--- config.mk ---
export PLATFORM = sky130hd
export DESIGN_NAME = uart_tx_controller
export DESIGN_NICKNAME = d
export VERILOG_FILES = /design/src/rtl/uart_pkg.sv /design/src/rtl/uart_tx_controller_baud_tick_gen.sv /design/src/rtl/uart_tx_controller.sv
export SDC_FILE = /design/constraint.sdc
export NUM_CORES = 1
export LEC_CHECK = 0
export CORE_ASPECT_RATIO = 1.4
export CORE_UTILIZATION = 30
export CTS_BUF_LIST = sky130_fd_sc_hd__clkbuf_4 sky130_fd_sc_hd__clkbuf_8 sky130_fd_sc_hd__clkbuf_16
export CTS_CLUSTER_SIZE = 20
export DETAILED_ROUTE_END_ITERATION = 8
export RECOVER_POWER = 100
export SETUP_SLACK_MARGIN = 0.05
export SKIP_CTS_REPAIR_TIMING = 1
export SLEW_MARGIN = 15
export SYNTH_ARGS = -nofsm -noshare
export SYNTH_HDL_FRONTEND = slang
export SYNTH_SLANG_ARGS = --single-unit
export TNS_END_PERCENT = 1
--- constraint.sdc ---
create_clock -name clk -period 4.5 [get_ports clk]
set_clock_uncertainty 0.1 [all_clocks]
set_input_delay 0.675 -clock clk [delete_from_list [all_inputs] [get_ports clk]]
set_output_delay 0.675 -clock clk [all_outputs]
set_load 0.01 [all_outputs]
--- src/rtl/uart_pkg.sv ---
// Shared types and helpers for the UART transmit path.
// Latency: n/a (declarations only).
// Backpressure: n/a.
package uart_pkg;

    // Bits in one frame as seen by the 11-bit shift register.
    localparam int FRAME_BITS = 11;

    typedef enum logic [1:0] {
        ST_IDLE  = 2'd0,
        ST_LOAD  = 2'd1,
        ST_SHIFT = 2'd2,
        ST_DONE  = 2'd3
    } tx_state_t;

    // XOR of the data bits (7 or 8 of them), inverted for odd sense.
    function automatic logic uart_parity(input logic [7:0] data,
                                         input logic       eight,
                                         input logic       ohel);
        logic p;
        p = eight ? (^data) : (^data[6:0]);
        return p ^ ohel;
    endfunction

endpackage

--- src/rtl/uart_tx_controller_baud_tick_gen.sv ---
// Baud divisor: one-cycle tick every latched baud_k cycles while enabled (0 acts as 1).
// Latency: first tick baud_k cycles after the clear cycle.
// Backpressure: none; free-running while en_i is high.
module baud_tick_gen #(
    parameter int BAUD_W = 19
) (
    input  logic              clk,
    input  logic              rst_n,
    input  logic              latch_i,
    input  logic              clr_i,
    input  logic              en_i,
    input  logic [BAUD_W-1:0] baud_k_i,
    output logic              tick_o
);

    localparam logic [BAUD_W-1:0] ONE = BAUD_W'(1);

    logic [BAUD_W-1:0] k_q;
    logic [BAUD_W-1:0] cnt_q;
    logic [BAUD_W-1:0] cnt_d;
    logic [BAUD_W-1:0] term;

    // A divisor of zero behaves like one: terminal count is 0 either way.
    assign term   = (k_q == '0) ? '0 : (k_q - ONE);
    assign tick_o = en_i && (cnt_q == term);

    // Next count: restart on clear or on every tick, otherwise advance while enabled.
    always_comb begin
        cnt_d = cnt_q;
        if (clr_i || tick_o) begin
            cnt_d = '0;
        end else if (en_i) begin
            cnt_d = cnt_q + ONE;
        end
    end

    // Divisor is captured once per frame so host changes cannot disturb a frame in flight.
    always_ff @(posedge clk or negedge rst_n) begin
        if (!rst_n) begin
            k_q   <= '0;
            cnt_q <= '0;
        end else begin
            if (latch_i) begin
                k_q <= baud_k_i;
            end
            cnt_q <= cnt_d;
        end
    end

endmodule

--- src/rtl/uart_tx_controller.sv ---
// Sequences load/shift strobes for the 11-bit UART TX shift register and formats frame bits.
// Latency: ld the cycle after accept; tx_done 11*baud_k+1 cycles after ld.
// Backpressure: tx_ready low for the whole frame; writes while busy are dropped.
module uart_tx_controller
    import uart_pkg::*;
#(
    parameter int BAUD_W = 19
) (
    input  logic              clk,
    input  logic              rst_n,
    input  logic [BAUD_W-1:0] baud_k,
    input  logic              eight,
    input  logic              pen,
    input  logic              ohel,
    input  logic [7:0]        tx_data,
    input  logic              tx_write,
    output logic              tx_ready,
    output logic              tx_done,
    output logic              ld,
    output logic              sh,
    output logic              bit_10,
    output logic              bit_9,
    output logic              bit_1,
    output logic              bit_0,
    output logic [6:0]        data_out
);

    localparam logic [3:0] LAST_BIT = 4'(FRAME_BITS - 1);

    tx_state_t  state_q, state_d;
    logic [3:0] bit_cnt_q, bit_cnt_d;
    logic [7:0] data_q;
    logic       eight_q, pen_q, ohel_q;
    logic       accept;
    logic       tick;

    assign accept = (state_q == ST_IDLE) && tx_write;

    baud_tick_gen #(
        .BAUD_W (BAUD_W)
    ) u_baud (
        .clk      (clk),
        .rst_n    (rst_n),
        .latch_i  (accept),
        .clr_i    (ld),
        .en_i     (state_q == ST_SHIFT),
        .baud_k_i (baud_k),
        .tick_o   (tick)
    );

    assign sh = tick;

    // FSM next state and the strobes that are pure functions of state.
    always_comb begin
        state_d  = state_q;
        tx_ready = 1'b0;
        ld       = 1'b0;
        tx_done  = 1'b0;
        case (state_q)
            ST_IDLE: begin
                tx_ready = 1'b1;
                if (tx_write) state_d = ST_LOAD;
            end
            ST_LOAD: begin
                ld      = 1'b1;
                state_d = ST_SHIFT;
            end
            ST_SHIFT: begin
                if (tick && (bit_cnt_q == LAST_BIT)) state_d = ST_DONE;
            end
            ST_DONE: begin
                tx_done = 1'b1;
                state_d = ST_IDLE;
            end
            default: state_d = ST_IDLE;
        endcase
    end

    // Bit counter: restart at load, one step per shift strobe.
    always_comb begin
        bit_cnt_d = bit_cnt_q;
        if (ld) begin
            bit_cnt_d = '0;
        end else if (sh) begin
            bit_cnt_d = bit_cnt_q + 4'd1;
        end
    end

    // State, bit count and the per-frame configuration snapshot taken at accept.
    always_ff @(posedge clk or negedge rst_n) begin
        if (!rst_n) begin
            state_q   <= ST_IDLE;
            bit_cnt_q <= '0;
            data_q    <= '0;
            eight_q   <= 1'b0;
            pen_q     <= 1'b0;
            ohel_q    <= 1'b0;
        end else begin
            state_q   <= state_d;
            bit_cnt_q <= bit_cnt_d;
            if (accept) begin
                data_q  <= tx_data;
                eight_q <= eight;
                pen_q   <= pen;
                ohel_q  <= ohel;
            end
        end
    end

    // Frame formatting: bits 9/10 carry data[7], parity or stop marks by word length.
    always_comb begin
        bit_0    = 1'b1;
        bit_1    = 1'b0;
        bit_9    = 1'b1;
        bit_10   = 1'b1;
        data_out = data_q[6:0];
        case ({eight_q, pen_q})
            2'b01:   bit_9 = uart_parity(data_q, 1'b0, ohel_q);
            2'b10:   bit_9 = data_q[7];
            2'b11: begin
                bit_9  = data_q[7];
                bit_10 = uart_parity(data_q, 1'b1, ohel_q);
            end
            default: ;
        endcase
    end

endmodule

==> impl_metrics.json, run 1 <==
{
  "violations": "max-capacitance violations, max-slew violations",
  "r2r-start": "u_baud.k_q[1]$_DFFE_PN0P_",
  "worstMarginPinSlew_ns": 3.018,
  "ys_seq_area_frac": 0.3749,
  "worst_r2r_endpoint": "u_baud.cnt_q[0]$_DFFE_PN0P_",
  "min_from": "pen_q$_DFFE_PN0P_",
  "gp_congestion": 0.8981,
  "nNetsFinal": 463,
  "vdd_drop_max_v": 0.0004757,
  "powerDensity_nw_per_um2": 615.5,
  "grt_setup_unrepaired": "no",
  "core_um2": 11880,
  "cellLeakagePower_nw": 1.739,
  "crit_fanout": 5,
  "setup_ws_ns": 0.3296,
  "numCtsBuffers": 5,
  "num_vias": 3012,
  "io_pins": 48,
  "clock_latency_ns": 0.30,
  "cts_tree": "done",
  "clkTransAtPathRegs_ns": 0.07,
  "ys_ff_latch": 55,
  "stdcell_area_um2": 4422,
  "syn_inst": 390,
  "drc": 0,
  "post-place-ws_ns": 0.09679,
  "cts.sinks": 55,
  "drive_above_1_share": 0.1702,
  "setup_violations": 0,
  "ant_nets": 0,
  "synth-warning-count": 0,
  "max_slew_margin": -1.012,
  "dp_hpwl_mm": 6.992,
  "cp-startpoint": "u_baud.k_q[1]$_DFFE_PN0P_",
  "syn_area_um2": 3671,
  "synth.avg_cell_area_um2": 9.413,
  "wl_per_cell_um": 16.17,
  "mostFrequentLayoutCell": "dfrtp_1",
  "root_buffer": "clkbuf_16",
  "synth_ff_type": "dfrtp_1",
  "drt_iter0_markers": 128,
  "hold_path.class": "flip-flop to flip-flop",
  "drt-vias-per-instance": 5.284,
  "hold_viol": 0,
  "start_util": 0.3090,
  "dieArea_um2": 12690,
  "grt_pass1_wl_mm": 14.84,
  "crit_path_end": "sh",
  "arrival_ns": 3.40,
  "r2r_cells": 11,
  "cp.required_ns": 3.72,
  "place_area_um2": 4227,
  "grt_pass1_vias": 2923,
  "port_buffers": 45,
  "max-cap-violations": 2,
  "die_w_um": 95.49,
  "status": "complete, but fails checks",
  "grt.total_usage": 0.1526,
  "critPathLaunchType": "flip-flop",
  "gr-total-overflow": 0,
  "antennaDiodeCount": 0,
  "r2r_slack_ns": 0.38,
  "yosysUniqueCellTypes": 60,
  "die_h_um": 132.9,
  "async_flop_share": 1.000,
  "post-route-period-util": 0.9268,
  "layout_min_cycle_time_ns": 4.170,
  "fmax_mhz": 239.8,
  "synth_edf_count": 0,
  "cp-end-kind": "output port",
  "area_growth_syn_to_layout_pct": 20.45,
  "drt-total-wl_mm": 9.218,
  "num-fill-cells": 1209,
  "antenna_found_initial": 0,
  "firstDrtPassIters": 4,
  "timing.final.max_slew_violations": 87,
  "syn_nets": 431,
  "row_count": 47,
  "total_power_mw": 2.722,
  "grt_max_degree": 56,
  "clock_tree.buffer_depth": 2,
  "mostFrequentLayoutCells": "dfrtp_1 (55), nor2_1 (37), mux2_2 (32), clkdlybuf4s50_1 (31), nand3_1 (24)",
  "critPathKind": "flip-flop to output port",
  "htree_num_levels": 2
}
==> layout make-up <==
class	count	area [um2]	area share
clock buffer	6	132.6	0.02999
clock inverter	2	60.06	0.01358
inverter	9	33.78	0.007640
multi-input combinational	293	2110	0.4771
sequential	55	1376	0.3113
tap	147	183.9	0.04160
timing repair buffer	58	525.5	0.1188
==> synthesized netlist by cell type (all sizes together), types with 2 or more instances <==
library cell   n  area share
nor2b          6       0.010
nand2         17       0.017
nor4bb         2      0.0055
mux2          33        0.10
clkbuf        19       0.020
inv            9      0.0092
mux2i          2      0.0055
o311ai         2      0.0048
or4           13       0.032
or3b           2      0.0048
conb           2      0.0020
ha             8       0.027
buf           14       0.027
a21oi         11       0.015
a211oi         3      0.0061
nor4          11       0.025
o211ai         4      0.0082
or3            5      0.0085
xnor2         23       0.055
dfrtp         55        0.37
nor3b          3      0.0089
or2            5      0.0085
nand3b         3      0.0061
nand2b         5      0.0085
a31oi          3      0.0051
nor3          11       0.015
nand4          4      0.0068
nor2          37       0.038
nand3         24       0.033
nor4b          3      0.0072
o22ai          2      0.0034
o21ai          9       0.012
and4           3      0.0072
and2           3      0.0051
o31ai          2      0.0041
a21o           2      0.0041
and3           5      0.0085
xor2          14       0.033
==> worst min path at each step <==
| stage | depth (start not counted) | end |
|---|---|---|
| global placement | 1 | ohel_q$_DFFE_PN0P_ |
| detailed placement | 1 | pen_q$_DFFE_PN0P_ |
| CTS | 1 | pen_q$_DFFE_PN0P_ |
| finish | 1 | pen_q$_DFFE_PN0P_ |
| floorplan | 0 | bit_cnt_q[0]$_DFFE_PN0N_ |
| global route | 1 | ohel_q$_DFFE_PN0P_ |
==> where the power goes <==
part	internal [mW]	total, mW	switching, mW
clock network	0.325	0.505	0.180
registers	0.661	0.863	0.202
logic	0.681	1.35	0.672
==> worst max-delay path: stages, from the launching register on <==
cell and delay, ns:
dfrtp_1 0.41, inv_1 0.07, ha_1 0.19, or3b_2 0.52, clkbuf_1 0.18, or4_1 0.57, nor2_1 0.14, xnor2_1 0.15
nor2_1 0.06, a21oi_1 0.10, nor4bb_1 0.27, nor4b_2 0.26, clkbuf_1 0.18
==> layer usage <==
metal,up-vias,share of wire,global-route usage
li1,1448,-,-
met1,1438,0.39,0.1759
met2,103,0.53,0.2619
met3,23,0.044,0.02759
met4,0,0.039,0.08126
met5,-,0,0
==> state kept, by name (all words and copies together) (netlist names) <==
register	count
u_baud.cnt_q	19
data_q	8
state_q	2
pen_q	1
u_baud.k_q	19
ohel_q	1
bit_cnt_q	4
eight_q	1
==> per-stage QoR <==
stage | utilization | cells | hold WS [ns] | setup TNS, ns
floorplan | - | 390 | 0.2794 | 0
CTS | 0.3720 | 570 | 0.4372 | -0.2410
detailed placement | 0.3558 | 562 | 0.4208 | 0
global placement | 0.3558 | 562 | 0.4123 | 0
global route | 0.3722 | 570 | 0.4573 | 0
finish | 0.3722 | 570 | 0.4327 | 0
==> kinds of logic after synthesis <==
kind of cell | Yosys count | share of synthesized area
mux | 35 | 0.1067
compound gates | 49 | 0.08998
other cells | 2 | 0.002046
simple gates | 162 | 0.2549
buf+inv | 42 | 0.05589
xor+xnor | 37 | 0.08828
flops | 55 | 0.3749
fa+ha+maj | 8 | 0.02727
No activity file was read; power rests on OpenSTA's default activity.
==> run 2, diff against run 1 <==
--- a/config.mk
+++ b/config.mk
@@ -5,11 +5,15 @@
 export SDC_FILE = /design/constraint.sdc
 export NUM_CORES = 1
 export LEC_CHECK = 0
+export CELL_PAD_IN_SITES_DETAIL_PLACEMENT = 0
+export CELL_PAD_IN_SITES_GLOBAL_PLACEMENT = 1
 export CORE_ASPECT_RATIO = 1.4
 export CORE_UTILIZATION = 30
 export CTS_BUF_LIST = sky130_fd_sc_hd__clkbuf_4 sky130_fd_sc_hd__clkbuf_8 sky130_fd_sc_hd__clkbuf_16
 export CTS_CLUSTER_SIZE = 20
 export DETAILED_ROUTE_END_ITERATION = 8
+export GPL_TIMING_DRIVEN = 1
+export PLACE_DENSITY_LB_ADDON = 0.1
 export RECOVER_POWER = 100
 export SETUP_SLACK_MARGIN = 0.05
 export SKIP_CTS_REPAIR_TIMING = 1
==> run 2 against run 1 <==
Effect of this change: the flow still finishes with violations (max-capacitance violations, max-slew violations); critical path depth decreased by 4; first-iteration DRC count grew 55%; worst hold slack improved by 0.0051 ns; final cell count fell by 0.18%; largest cell class unchanged; highest routed layer unchanged.
==> impl_metrics.json, run 2 (synthesis results as in run 1) <==
{
  "status": "complete, but fails checks",
  "violations": "max-capacitance violations, max-slew violations",
  "drt-total-wl_mm": 9.744,
  "grt_setup_unrepaired": "no",
  "dp_hpwl_mm": 7.421,
  "grt_max_degree": 56,
  "crit_fanout": 6,
  "mostFrequentLayoutCells": "dfrtp_1 (55), nor2_1 (37), mux2_2 (32), clkdlybuf4s50_1 (31), nand3_1 (24)",
  "place_area_um2": 4219,
  "slowest_delay_ns": 0.60,
  "cp-end-kind": "output port",
  "clock_tree.buffer_depth": 2,
  "drt-vias-per-instance": 5.202,
  "cp-startpoint": "u_baud.k_q[12]$_DFFE_PN0P_",
  "min_path_cells": 1,
  "seq_power_share": 0.333,
  "hold_viol": 0,
  "max-cap-violations": 2,
  "vdd_drop_max_v": 0.0002881,
  "htree_num_levels": 2,
  "tns_ns": 0,
  "mostFrequentLayoutCell": "dfrtp_1",
  "clock_power_share": 0.154,
  "worstPathCellList": "or4_4 > or4_4 > or4_1 > nor3b_1 > nor3_1 > nor4bb_1 > nor4b_2 > clkbuf_1",
  "grt_pass1_wl_mm": 16.08,
  "gr-total-overflow": 0,
  "combPwrFrac": 0.512,
  "dieArea_um2": 12690,
  "stdcell_area_um2": 4374,
  "nNetsFinal": 462,
  "setup_ws_ns": 0.3596,
  "arrival_ns": 3.37,
  "drt_iter0_markers": 199,
  "hold_path.class": "flip-flop to flip-flop",
  "switching_share": 0.4130,
  "grt_pass1_vias": 3082,
  "root_buffer": "clkbuf_16",
  "setup_violations": 0,
  "top_regs": "u_baud.cnt_q: 19 flops, u_baud.k_q: 19 flops, data_q: 8 flops",
  "post-place-ws_ns": 0.1707,
  "critPathKind": "flip-flop to output port",
  "worstMarginPinSlew_ns": 3.133,
  "max_slew_margin": -1.089,
  "worst-path-buf-inv": 1,
  "post-route-period-util": 0.9201,
  "powerDensity_nw_per_um2": 600.2,
  "area_growth_syn_to_layout_pct": 19.15,
  "min_from": "pen_q$_DFFE_PN0P_",
  "switchingPower_mw": 1.084,
  "drc": 0,
  "die_h_um": 132.9,
  "gp_congestion": 0.8503,
  "total_power_mw": 2.625,
  "crit_family": "simple AND/OR/NAND/NOR gates",
  "r2r_cells": 9,
  "timing.final.max_slew_violations": 87,
  "cp.required_ns": 3.72,
  "firstDrtPassIters": 4,
  "slowest_stage": "or4_4",
  "num_vias": 2960,
  "wl_per_cell_um": 17.12,
  "ant_nets": 0,
  "start_util": 0.3090,
  "antenna_found_initial": 0,
  "cts.sinks": 55,
  "cellLeakagePower_nw": 1.717,
  "critPathLaunchType": "flip-flop",
  "numCtsBuffers": 5,
  "die_w_um": 95.49,
  "layout_min_cycle_time_ns": 4.140,
  "cp.depth": 8,
  "drive_above_1_share": 0.1659,
  "row_count": 47,
  "port_buffers": 45,
  "cts_tree": "done",
  "r2r-start": "u_baud.k_q[12]$_DFFE_PN0P_",
  "fmax_mhz": 241.5,
  "io_pins": 48,
  "clkTransAtPathRegs_ns": 0.08,
  "internal_power_mw": 1.541,
  "dpl.cell_count": 561,
  "cp_common_cell": "or4_4",
  "fin_cells": 569,
  "core_um2": 11880,
  "grt.total_usage": 0.1659,
  "clock_latency_ns": 0.30,
  "antennaDiodeCount": 0
}
-- run 2: metrics by stage --
stage | util | hold slack, ns
floorplan | - | 0.2794
global placement | 0.3552 | 0.4111
detailed placement | 0.3552 | 0.4248
global route | 0.3682 | 0.4758
CTS | 0.3676 | 0.4460
finish | 0.3682 | 0.4379
-- run 2: layout make-up --
cell class / instances / area (um2)
Sequential cell: 55 / 1376
Inverter: 9 / 33.78
Tap cell: 147 / 183.9
Clock inverter: 3 / 22.52
Timing Repair Buffer: 57 / 519.2
Fill cell: 1255 / 7505
Clock buffer: 5 / 125.1
Multi-Input combinational cell: 293 / 2113
-- run 2: power groups by stage --
stage,logic [mW],registers (mW),clock network [mW]
after floorplan,1.02,0.808,0
after global placement,1.37,0.876,0
after detailed placement,1.37,0.881,0
after CTS,1.38,0.871,0.425
after global routing,1.48,0.911,0.441
final,1.35,0.875,0.405
-- run 2: worst paths after layout --
path	to	slack, ns
min in group asynchronous	u_baud.cnt_q[11]$_DFFE_PN0P_	1.41
max in group asynchronous	bit_cnt_q[1]$_DFFE_PN0N_	1.13
min reg2reg	pen_q$_DFFE_PN0P_	0.44
max	sh	0.36
max reg2reg	u_baud.cnt_q[4]$_DFFE_PN0P_	0.50
min	pen_q$_DFFE_PN0P_	0.44
-- run 2: metal layers --
metal / up-vias / global-route usage / wire, um
met3: 17 / 0.02414 / 302
met4: 0 / 0.06799 / 276
met2: 69 / 0.2861 / 5079
li1: 1451 / - / -
met1: 1423 / 0.2023 / 4086
met5: - / 0 / 0
==> run 3, diff against run 2 <==
--- a/config.mk
+++ b/config.mk
@@ -5,6 +5,7 @@
 export SDC_FILE = /design/constraint.sdc
 export NUM_CORES = 1
 export LEC_CHECK = 0
+export CAP_MARGIN = 25
 export CELL_PAD_IN_SITES_DETAIL_PLACEMENT = 0
 export CELL_PAD_IN_SITES_GLOBAL_PLACEMENT = 1
 export CORE_ASPECT_RATIO = 1.4
==> results of run 3 <==
No change in the layout: final DEF, timing and power equal those of run 2.
